[config.mk]
export PLATFORM = sky130hd
export DESIGN_NAME = wb_arbiter2_flat
export DESIGN_NICKNAME = d
export VERILOG_FILES = /design/src/rtl/wb_arbiter2_if.sv /design/src/rtl/wb_arbiter2.sv /design/src/flat_wrapper.sv
export SDC_FILE = /design/constraint.sdc
export NUM_CORES = 1
export LEC_CHECK = 0
export CAP_MARGIN = 20
export CELL_PAD_IN_SITES_DETAIL_PLACEMENT = 0
export CELL_PAD_IN_SITES_GLOBAL_PLACEMENT = 1
export CORE_AREA = 2 2 126 128
export DETAILED_ROUTE_END_ITERATION = 7
export DIE_AREA = 0 0 128 130
export GPL_TIMING_DRIVEN = 0
export PLACE_DENSITY_LB_ADDON = 0.1
export SYNTH_ARGS = -nofsm -noshare
export SYNTH_HDL_FRONTEND = slang
export SYNTH_SLANG_ARGS = --single-unit
[constraint.sdc]
create_clock -name clk_i -period 5.9 [get_ports clk_i]
set_input_delay 1.18 -clock clk_i [delete_from_list [all_inputs] [get_ports clk_i]]
set_output_delay 1.18 -clock clk_i [all_outputs]
set_load 0.005 [all_outputs]
[src/rtl/wb_arbiter2_if.sv]
// if_wb: pipelined Wishbone bus bundle; master drives the request, slave returns ack/stall/data.
interface if_wb;
   logic        cyc, stb, we, ack, stall;
   logic [31:0] adr, dat_o, dat_i;
   logic [3:0]  sel;
   modport master(output cyc, stb, we, adr, sel, dat_o, input dat_i, ack, stall);
   modport slave(input cyc, stb, we, adr, sel, dat_o, output dat_i, ack, stall);
endinterface

[src/rtl/wb_arbiter2.sv]
// wb_arbiter2: two-master pipelined Wishbone arbiter sharing one slave port,
// holding the grant for a whole cyc tenure and draining outstanding acks before handover.
module wb_arbiter2 #(
   parameter bit RR   = 1'b1,
   parameter int OUTW = 4
) (
   input  logic       clk_i,
   input  logic       rst_i,
   if_wb.slave        m0,
   if_wb.slave        m1,
   if_wb.master       s,
   output logic [1:0] grant,
   output logic       busy
);
   typedef enum logic [1:0] {IDLE, OWN0, OWN1, DRAIN} state_t;
   localparam logic [OUTW-1:0] MAX = '1;
   state_t          state, state_nx;
   logic            last, last_nx;
   logic [OUTW-1:0] cnt, cnt_nx;
   logic            own0, own1, full, inc, dec;
   assign own0 = state == OWN0;
   assign own1 = state == OWN1;
   assign full = cnt == MAX;
   // request path is a pure mux; stb is withheld once the outstanding counter saturates
   assign s.cyc   = own0 ? m0.cyc : own1 ? m1.cyc : state == DRAIN;
   assign s.stb   = ~full & (own0 ? m0.cyc & m0.stb : own1 ? m1.cyc & m1.stb : 1'b0);
   assign s.we    = own0 ? m0.we : own1 ? m1.we : 1'b0;
   assign s.adr   = own0 ? m0.adr : own1 ? m1.adr : '0;
   assign s.sel   = own0 ? m0.sel : own1 ? m1.sel : '0;
   assign s.dat_o = own0 ? m0.dat_o : own1 ? m1.dat_o : '0;
   assign m0.ack   = own0 & s.ack;
   assign m0.dat_i = own0 ? s.dat_i : '0;
   assign m0.stall = own0 ? s.stall | full : 1'b1;
   assign m1.ack   = own1 & s.ack;
   assign m1.dat_i = own1 ? s.dat_i : '0;
   assign m1.stall = own1 ? s.stall | full : 1'b1;
   assign inc    = s.stb & ~s.stall;
   assign dec    = s.ack & (cnt != '0);
   assign cnt_nx = (inc & ~dec) ? cnt + 1'b1 : (dec & ~inc) ? cnt - 1'b1 : cnt;
   assign grant  = {own1, own0};
   assign busy   = state != IDLE;
   always_comb begin
      state_nx = state;
      last_nx  = last;
      if (state == IDLE) begin
         if (m0.cyc && (!m1.cyc || !RR || last)) begin
            state_nx = OWN0;
            last_nx  = 1'b0;
         end else if (m1.cyc) begin
            state_nx = OWN1;
            last_nx  = 1'b1;
         end
      end else if (state == DRAIN || !(own0 ? m0.cyc : m1.cyc))
         state_nx = (cnt_nx == '0) ? IDLE : DRAIN;
   end
   always_ff @(posedge clk_i or negedge rst_i)
      if (!rst_i) begin
         state <= IDLE;
         last  <= 1'b1;
         cnt   <= '0;
      end else begin
         state <= state_nx;
         last  <= last_nx;
         cnt   <= cnt_nx;
      end
endmodule

[src/flat_wrapper.sv]
// flat-port wrapper written by rule: the top's interface ports become plain ports
module wb_arbiter2_flat 
#(
   parameter bit RR   = 1'b1,
   parameter int OUTW = 4
)
  (clk_i, rst_i, grant, busy, m0_cyc, m0_stb, m0_we, m0_adr, m0_sel, m0_dat_o, m0_dat_i, m0_ack, m0_stall, m1_cyc, m1_stb, m1_we, m1_adr, m1_sel, m1_dat_o, m1_dat_i, m1_ack, m1_stall, s_cyc, s_stb, s_we, s_adr, s_sel, s_dat_o, s_dat_i, s_ack, s_stall);
  if_wb m0_i ();
  if_wb m1_i ();
  if_wb s_i ();
  input  logic clk_i;
  input  logic rst_i;
  output logic [1:0] grant;
  output logic busy;
  input wire logic [$bits(m0_i.cyc)-1:0] m0_cyc;
  input wire logic [$bits(m0_i.stb)-1:0] m0_stb;
  input wire logic [$bits(m0_i.we)-1:0] m0_we;
  input wire logic [$bits(m0_i.adr)-1:0] m0_adr;
  input wire logic [$bits(m0_i.sel)-1:0] m0_sel;
  input wire logic [$bits(m0_i.dat_o)-1:0] m0_dat_o;
  output wire logic [$bits(m0_i.dat_i)-1:0] m0_dat_i;
  output wire logic [$bits(m0_i.ack)-1:0] m0_ack;
  output wire logic [$bits(m0_i.stall)-1:0] m0_stall;
  input wire logic [$bits(m1_i.cyc)-1:0] m1_cyc;
  input wire logic [$bits(m1_i.stb)-1:0] m1_stb;
  input wire logic [$bits(m1_i.we)-1:0] m1_we;
  input wire logic [$bits(m1_i.adr)-1:0] m1_adr;
  input wire logic [$bits(m1_i.sel)-1:0] m1_sel;
  input wire logic [$bits(m1_i.dat_o)-1:0] m1_dat_o;
  output wire logic [$bits(m1_i.dat_i)-1:0] m1_dat_i;
  output wire logic [$bits(m1_i.ack)-1:0] m1_ack;
  output wire logic [$bits(m1_i.stall)-1:0] m1_stall;
  output wire logic [$bits(s_i.cyc)-1:0] s_cyc;
  output wire logic [$bits(s_i.stb)-1:0] s_stb;
  output wire logic [$bits(s_i.we)-1:0] s_we;
  output wire logic [$bits(s_i.adr)-1:0] s_adr;
  output wire logic [$bits(s_i.sel)-1:0] s_sel;
  output wire logic [$bits(s_i.dat_o)-1:0] s_dat_o;
  input wire logic [$bits(s_i.dat_i)-1:0] s_dat_i;
  input wire logic [$bits(s_i.ack)-1:0] s_ack;
  input wire logic [$bits(s_i.stall)-1:0] s_stall;
  assign m0_i.cyc = m0_cyc;
  assign m0_i.stb = m0_stb;
  assign m0_i.we = m0_we;
  assign m0_i.adr = m0_adr;
  assign m0_i.sel = m0_sel;
  assign m0_i.dat_o = m0_dat_o;
  assign m0_dat_i = m0_i.dat_i;
  assign m0_ack = m0_i.ack;
  assign m0_stall = m0_i.stall;
  assign m1_i.cyc = m1_cyc;
  assign m1_i.stb = m1_stb;
  assign m1_i.we = m1_we;
  assign m1_i.adr = m1_adr;
  assign m1_i.sel = m1_sel;
  assign m1_i.dat_o = m1_dat_o;
  assign m1_dat_i = m1_i.dat_i;
  assign m1_ack = m1_i.ack;
  assign m1_stall = m1_i.stall;
  assign s_cyc = s_i.cyc;
  assign s_stb = s_i.stb;
  assign s_we = s_i.we;
  assign s_adr = s_i.adr;
  assign s_sel = s_i.sel;
  assign s_dat_o = s_i.dat_o;
  assign s_i.dat_i = s_dat_i;
  assign s_i.ack = s_ack;
  assign s_i.stall = s_stall;
  wb_arbiter2 #(.RR(RR), .OUTW(OUTW)) u_core (.clk_i(clk_i), .rst_i(rst_i), .m0(m0_i), .m1(m1_i), .s(s_i), .grant(grant), .busy(busy));
endmodule
Yosys cells after proc, flatten, opt, wreduce, memory -nomap -nowiden
Cells that the tools add are included.
Widths: inputs -> output; s select.
{ "totals": {"regBits": 7, "input_bits": 178, "out_inout_bits": 142, "wordCells": 63} }
{ "classes": {"n_addsub": 2, "eq_ne": 5, "n_mux": 26, "n_bitwise": 14, "reduce_logical": 13} }
{ "ops": {"columns": ["op", "n"], "rows": [
  ["$mux 32", 6],
  ["$mux 4", 4],
  ["$mux 1", 11],
  ["$mux 2", 5],
  ["$and 1x1->1", 9],
  ["$reduce_bool 2->1", 3],
  ["$add 4x1->4 const B", 1],
  ["$eq 2x2->1 const B", 2],
  ["$eq 4x4->1 const B", 1],
  ["$logic_not 4->1", 1],
  ["$not 1->1", 4],
  ["$reduce_and 2->1", 2],
  ["$reduce_bool 4->1", 1],
  ["$sub 4x1->4 const B", 1],
  ["$ne 3x3->1 const B", 1],
  ["$eq 2x1->1 const B", 1],
  ["$logic_not 1->1", 2],
  ["$logic_not 2->1", 1],
  ["$logic_or 1x1->1", 2],
  ["$logic_and 1x1->1", 1],
  ["$or 1x1->1", 1]
]} }

Logic depth before layout (Yosys ltp)
Gate-level depths: netlist (run 1).
{ "logic_depth": {"ltp_word": 13, "depth_mapped": 9, "ltp_nobuf": 8} }

Worst setup path after synthesis (run 1)
OpenSTA, ideal clock, no wires.
{ "synth_path": {"kind": "input-to-reg", "startpoint": "input port s_stall", "endpoint": "register u_core.state[1]", "setup_time_ps": 134, "t_arrival_ps": 2677, "t_required_ps": 5766, "slack_ps": 3089, "stages": 6, "path_buffers": 0, "cell_sequence": "a31oi_4 -> a21boi_4 -> mux2_2 -> a2111o_1 -> o21ai_0 -> o211ai_1"} }
{ "synth_via": {"elab_chain_cells": 10, "word_cells_on_any_way": 11, "cone_classes": "mux (5); bitwise (5); reduce/logical (1)"} }
{ "synth_rtl": {"columns": ["item", "line", "text"], "rows": [
  ["start: declaration", "flat_wrapper.sv:41", "input wire logic [$bits(s_i.stall)-1:0] s_stall;"],
  ["$not 1->1 *", "wb_arbiter2.sv:37", "assign inc = s.stb & ~s.stall;"],
  ["$and 1x1->1 *", "wb_arbiter2.sv:37", null],
  ["$not 1->1", "wb_arbiter2.sv:39", "assign cnt_nx = (inc & ~dec) ? cnt + 1'b1 : (dec & ~inc) ? cnt - 1'b1 : cnt;"],
  ["$and 1x1->1", "wb_arbiter2.sv:39", null],
  ["$mux 4", "wb_arbiter2.sv:39", null],
  ["$mux 4 *", "wb_arbiter2.sv:39", null],
  ["$logic_not 4->1 *", "wb_arbiter2.sv:54", "state_nx = (cnt_nx == '0) ? IDLE : DRAIN;"],
  ["$mux 2 *", "wb_arbiter2.sv:54", null],
  ["$mux 2 *", "wb_arbiter2.sv:53", "end else if (state == DRAIN || !(own0 ? m0.cyc : m1.cyc))"],
  ["$mux 2 *", "wb_arbiter2.sv:45", "if (state == IDLE) begin"],
  ["end signal: assignment", "wb_arbiter2.sv:62", "state <= state_nx;"],
  ["end: declaration", "wb_arbiter2.sv:17", "state_t state, state_nx;"]
]} }
Mark *: on every way between the ends. The rest lies on a longest branch, timed or not. The select of a mux whose other input is x is not followed.
A chain may end at the register's enable or synchronous reset.

Worst setup path in the final report (run 1)
{ "layout_path": {"startpoint": "register u_core.state[1]", "endpoint": "output port s_dat_o[25]"} }
{ "layout_via": {"elab_chain_cells": 3, "word_cells_on_any_way": 4, "cone_classes": "eq/ne (2); mux (2)"} }
{ "layout_rtl": {"columns": ["item", "line", "text"], "rows": [
  ["$eq 2x2->1", "wb_arbiter2.sv:22", "assign own1 = state == OWN1;"],
  ["$mux 32", "wb_arbiter2.sv:30", "assign s.dat_o = own0 ? m0.dat_o : own1 ? m1.dat_o : '0;"],
  ["$mux 32 *", "wb_arbiter2.sv:30", null],
  ["end: declaration", "flat_wrapper.sv:38", "output wire logic [$bits(s_i.dat_o)-1:0] s_dat_o;"]
]} }
Mark *: on every way between the ends. The rest lies on a longest branch, timed or not.

==> metrics.txt, run 1 <==
Clock Tree Root clkbuf_16; worst skew pair latency 0.23 ns; synthesized area 1830 µm²; initial core utilization 0.119; vias 3109; height of the chip 130 µm; cts hold-fix bufs 0; Std-Cell Core Area 15400 µm²; sequential-to-total area share from yosys stat 0.0964; Hold Crit Class flop to flop; post-synth top area share 0.330; CTS tree yes; DR WL/cell 18.8 µm; FF+latch count, synth 7; drc violations 0; Clock Power Share 0.082; P&R area growth vs syn 191%; Tot GR Track Use 0.154; HPWL Detailed 12.9 mm; DRT iter0 DRCs 68; Power, Total 1.43 mW; Crit. Startpoint u_core.state[1]; P_sw 546 µW; Layout fillers 1641; commonest non-fill, non-tap cell in the layout clkdlybuf4s50_1; Slew @ Worst Pin 0.543 ns; outcome completed; hold wc startpoint u_core.last; most area-hungry cell type in the Yosys netlist a22o_1; Switching Fraction 0.381; final core utilization 0.346; Post-Place Cells 755; Combinational Power Share 0.858; fin. max-slew vios 0; Synth warnings 0; Port Buf Inserts 318; Crit Path Max Fanout 10; # diodes 0; Reg-to-Reg End u_core.state[1]; final setup TNS 0 ns; PnR worst setup slack 1.77 ns; syn_nets 425; setup bufs post-CTS 0; antenna violations before repair 0; Power Density 268 nW/µm²; number of global-route vias before repair 3093; Internal Power 886 µW; RSZ-0062 raised after global routing no; Worst-path clk slew 0.04 ns; syn avg cell area 7.47 µm²; area occupied by multi-input gates 1490 µm²; Final Cycle Share 0.699; Min Hold Slack 0.504 ns; Row Count 46; final std cells w/o fill 759; pin count of the biggest net entering global routing 11; Critical Path End s_dat_o[25]; CP Launch Type flop; WP data arrival 2.95 ns; die width 128 µm; clk buf depth 2; r2r startpoint u_core.cnt[1]; Post-CTS Resized 0; Setup Viol. Count Final 0; maxcap violations 0; Vias/cell 4.10; r2r setup slk 3.34 ns; Synth async-reset ratio 1.00; Num CTS Buffers 3; Leak 2.00 nW; Placed Area 5250 µm²; top_reg_cell synth dfrtp_1; Top Ports 320; RePlAce Congestion 0.770; EDFF count, synth 0; Netlist cell types 37; path depth of the worst reg2reg path 7; Final Hold Fails 0; drt pass-1 iters 4; Crit. End Element output pin; most frequent cells in the layout clkdlybuf4s50_1, a22o_1, and2_1; Synth Instances 245; Flop pwr share 0.060; share of layout cells above drive strength 1 0.0317; final WL 14.3 mm; FMAX 242 MHz; Max rail drop VDD 0.0850 mV; dpl ws 1.86 ns; Post-Layout Inst Area 5330 µm²; DIE AREA 16600 µm²; clk_skew 0.00133 ns; clk sinks 7; Synth area leaders a22o_1, and2_1, dfrtp_1; worst relative slew slack 0.637; Register Area 176 µm²; GRT overflow 0; Final ANT Viol Nets 0; first-pass GRT wire length 19.1 mm; fin nets 748; fin crit period 4.13 ns; Setup CP Type flop to output pin; # H-tree levels 1; Worst EP required 4.72 ns
routing by layer:
layer | track usage | wire, µm
met4 | 0.0259 | 146
met5 | 0 | 0
met2 | 0.323 | 8390
met3 | 0.0484 | 1130
met1 | 0.146 | 4640
power groups by stage:
stage	combinational [mW]	sequential (mW)	clock, mW
finish	1.23	0.0862	0.117
global route	1.32	0.0891	0.123
CTS	1.26	0.0863	0.120
detailed placement	1.25	0.0868	0
global placement	1.25	0.0864	0
floorplan	0.508	0.0837	0
how the worst min path moves through the flow:
stage,slack (ns),cells past startpoint,endpoint
CTS,0.51,2,u_core.last
global placement,0.50,2,u_core.last
finish,0.50,2,u_core.last
global route,0.57,2,u_core.last
floorplan,0.47,2,u_core.last
detailed placement,0.51,2,u_core.last
area by class of cell:
class | count | area share
Timing Repair Buffer | 318 | 0.597
Multi-Input combinational cell | 201 | 0.280
Tap cell | 192 | 0.0450
Sequential cell | 7 | 0.0331
Buffer | 31 | 0.0263
Clock buffer | 4 | 0.0148
Inverter | 6 | 0.00422
synthesized netlist by cell type, types with 2 or more instances:
cell type,n
a21oi_1,4
a22o_1,69
and2_1,66
buf_4,4
clkbuf_1,24
dfrtp_1,6
ha_1,2
inv_1,6
mux2i_1,5
nand2_1,9
nand4b_1,2
nor2_1,10
nor2b_1,3
o211ai_1,2
o21ai_0,10
xor2_1,2
critical path, cell delays in order, from the launching register on:
cell and delay, ns:
dfrtp_1 0.33, buf_4 0.17, nor2b_1 0.48, clkbuf_1 0.48
clkbuf_1 0.43, a22o_1 0.25, clkdlybuf4s50_1 0.57
sequential cells by signal, summed over array words and instances (netlist names):
register and flops:
u_core.last 1, u_core.state 2, u_core.cnt 4
kinds of logic after synthesis:
logic type / count (synthesis) / synth area share
buffers and inverters: 37 / 0.0889
multiplexers: 6 / 0.0335
XOR/XNOR: 3 / 0.0144
flip-flops: 7 / 0.0964
AND/OR/NAND/NOR: 98 / 0.331
AO/OA/AOI/OAI: 92 / 0.422
adder cells (fa/ha/maj): 2 / 0.0137
No activity file was read; power rests on OpenSTA's default activity.
==> inputs of run 2 (changes only) <==
- CORE_AREA: 2 2 126 128 -> 2 2 121 135
- DIE_AREA: 0 0 128 130 -> 0 0 123 137
- clock period: 5.9 -> 4.2 ns (I/O delays scaled with it)
==> run 2 against run 1 <==
  * Core utilization shrank 0.092 points
  * Register-to-register slack lost 1.7 ns
  * Critical path depth grew 1
  * Setup slack lost 1.3 ns
  * Critical endpoint is now s_dat_o[28]
==> metrics.txt, run 2 (synthesis results as in run 1) <==
outcome completed (unchanged); Power Density 381 nW/µm² (was 268 nW/µm²); fin crit period 3.76 ns; CP Launch Type flop (unchanged); Final Cycle Share 0.895; hold wc startpoint u_core.last (unchanged); Power, Total 2.04 mW (was 1.43 mW); drc violations 0 (unchanged); Hold Crit Class flop to flop (unchanged); worst relative slew slack 0.628 (was 0.637); Most Frequent Cell on Critical Path clkbuf_1 (unchanged); met1 WL 5.59 mm (was 4.64 mm); most frequent cells in the layout clkdlybuf4s50_1, a22o_1, and2_1 (unchanged); Worst path max stage delay 0.61 ns (was 0.57 ns); setup bufs post-CTS 0 (unchanged); area occupied by multi-input gates 1490 µm² (unchanged); final setup TNS 0 ns (unchanged); Tot GR Track Use 0.161 (was 0.154); Register Area 176 µm² (unchanged); Final Hold Fails 0 (unchanged); Max rail drop VDD 0.126 mV (was 0.0850 mV); Setup CP Type flop to output pin (unchanged); DRT iter0 DRCs 98 (was 68); highest metal used met4 (unchanged); Layout fillers 1654 (was 1641); Hold EP u_core.last (unchanged); Worst-path clk slew 0.04 ns (about the same); r2r startpoint u_core.cnt[1] (unchanged); # H-tree levels 1 (unchanged); Crit. End Element output pin (unchanged); Crit Path Max Fanout 10 (unchanged); final std cells w/o fill 767 (was 759); final WL 15.1 mm (was 14.3 mm); crit-path cells buf_4 > nor2b_1 > clkbuf_1 > clkbuf_1 > clkbuf_1 > a22o_1 > clkdlybuf4s50_1 (was buf_4 > nor2b_1 > clkbuf_1 > clkbuf_1 > a22o_1 > clkdlybuf4s50_1); final core utilization 0.345 (was 0.346); vias 3115 (was 3109); Slew @ Worst Pin 0.558 ns (was 0.543 ns); die width 123 µm (was 128 µm); Leak 2.00 nW (unchanged); Port Buf Inserts 318 (unchanged); Row Count 48 (was 46); path depth of the worst reg2reg path 7 (unchanged); P&R area growth vs syn 192% (was 191%); WP data arrival 2.92 ns (was 2.95 ns); r2r setup slk 1.62 ns (was 3.34 ns); Clock Tree Root clkbuf_16 (unchanged); clk sinks 7 (unchanged); first-pass GRT wire length 19.9 mm (was 19.1 mm); Std-Cell Core Area 15500 µm² (was 15400 µm²); number of global-route vias before repair 3115 (was 3093); Crit path max-delay family buffers and inverters (unchanged); Post-CTS Resized 0 (unchanged); Vias/cell 4.06 (was 4.10); fin nets 748 (unchanged); drt pass-1 iters 4 (unchanged); largest reg by FF count u_core.cnt (unchanged); clk buf depth 2 (unchanged); Top Ports 320 (unchanged); Post-Place Cells 763 (was 755); FMAX 266 MHz; GRT overflow 0 (unchanged); RSZ-0062 raised after global routing no (unchanged); CTS tree yes (unchanged); share of layout cells above drive strength 1 0.0317 (unchanged); largest registers u_core.cnt x4, u_core.state x2, u_core.last x1 (unchanged); Min Hold Slack 0.508 ns (was 0.504 ns); Worst EP required 3.36 ns (was 4.72 ns); antenna violations before repair 0 (unchanged); clk_skew 0.00453 ns (was 0.00133 ns); cts hold-fix bufs 0 (unchanged); Num CTS Buffers 3 (unchanged); Worst Hold Path Cells 2 (unchanged); commonest non-fill, non-tap cell in the layout clkdlybuf4s50_1 (unchanged); # diodes 0 (unchanged); height of the chip 137 µm (was 130 µm); WP buf/inv 5 (was 4); DR WL/cell 19.6 µm (was 18.8 µm); initial core utilization 0.118 (was 0.119); HPWL Detailed 13.6 mm (was 12.9 mm); pin count of the biggest net entering global routing 11 (unchanged); fin. max-slew vios 0 (unchanged); metal2 WL 7.99 mm (was 8.39 mm); crit path max-delay cell type clkdlybuf4s50_1 (unchanged); DR WL met3 1.33 mm (was 1.13 mm); worst skew pair latency 0.23 ns (about the same); max reg flops 4 (unchanged); Reg-to-Reg End u_core.state[1] (unchanged); Final ANT Viol Nets 0 (unchanged); maxcap violations 0 (unchanged); Setup Viol. Count Final 0 (unchanged); RePlAce Congestion 0.756 (was 0.770); DIE AREA 16900 µm² (was 16600 µm²)
run 2: cell type report:
cell class,count,area share
flip-flops and latches,7,0.0330
well taps,200,0.0468
repair buffers,318,0.596
clock buffers,4,0.0148
inverters,6,0.00422
plain buffers,31,0.0262
multi-input cells,201,0.279
run 2: report_power, final:
group	internal, mW	switching [mW]
logic	1.02	0.732
clock network	0.127	0.0392
registers	0.102	0.0200
run 2: tightest hold or removal path, cell delays in order, from the launching register on:
cell and delay, ns:
dfstp_2 0.37, nand2_1 0.05, o21ai_0 0.08
run 2: per-layer routing:
layer	track usage	up-vias
met1	0.179	1412
met3	0.0513	8
met4	0.0215	0
met5	0	-
met2	0.303	157
li1	-	1538
run 2: worst max-delay path by stage:
stage | startpoint | to | slack, ns | cells past startpoint
after global placement | u_core.state[1] | s_dat_o[13] | 0.65 | 6
after CTS | u_core.state[1] | s_dat_o[15] | 0.39 | 6
after detailed placement | u_core.state[1] | s_dat_o[15] | 0.65 | 6
after floorplan | s_stall | u_core.state[1] | 1.73 | 6
final | u_core.state[1] | s_dat_o[28] | 0.44 | 7
after global routing | u_core.state[1] | s_dat_o[15] | 0.25 | 6
run 2: metrics by stage:
stage               setup slack (ns)  cell area [µm²]
finish                         0.443             5340
global route                   0.250             5340
CTS                            0.394             5340
detailed placement             0.645             5260
global placement               0.655             5260
floorplan                       1.73             1830
==> inputs of run 3 (changes only) <==
- SLEW_MARGIN: unset -> 25
==> results of run 3 <==
Same layout as run 2: the final DEF is identical, and so are final timing and power.
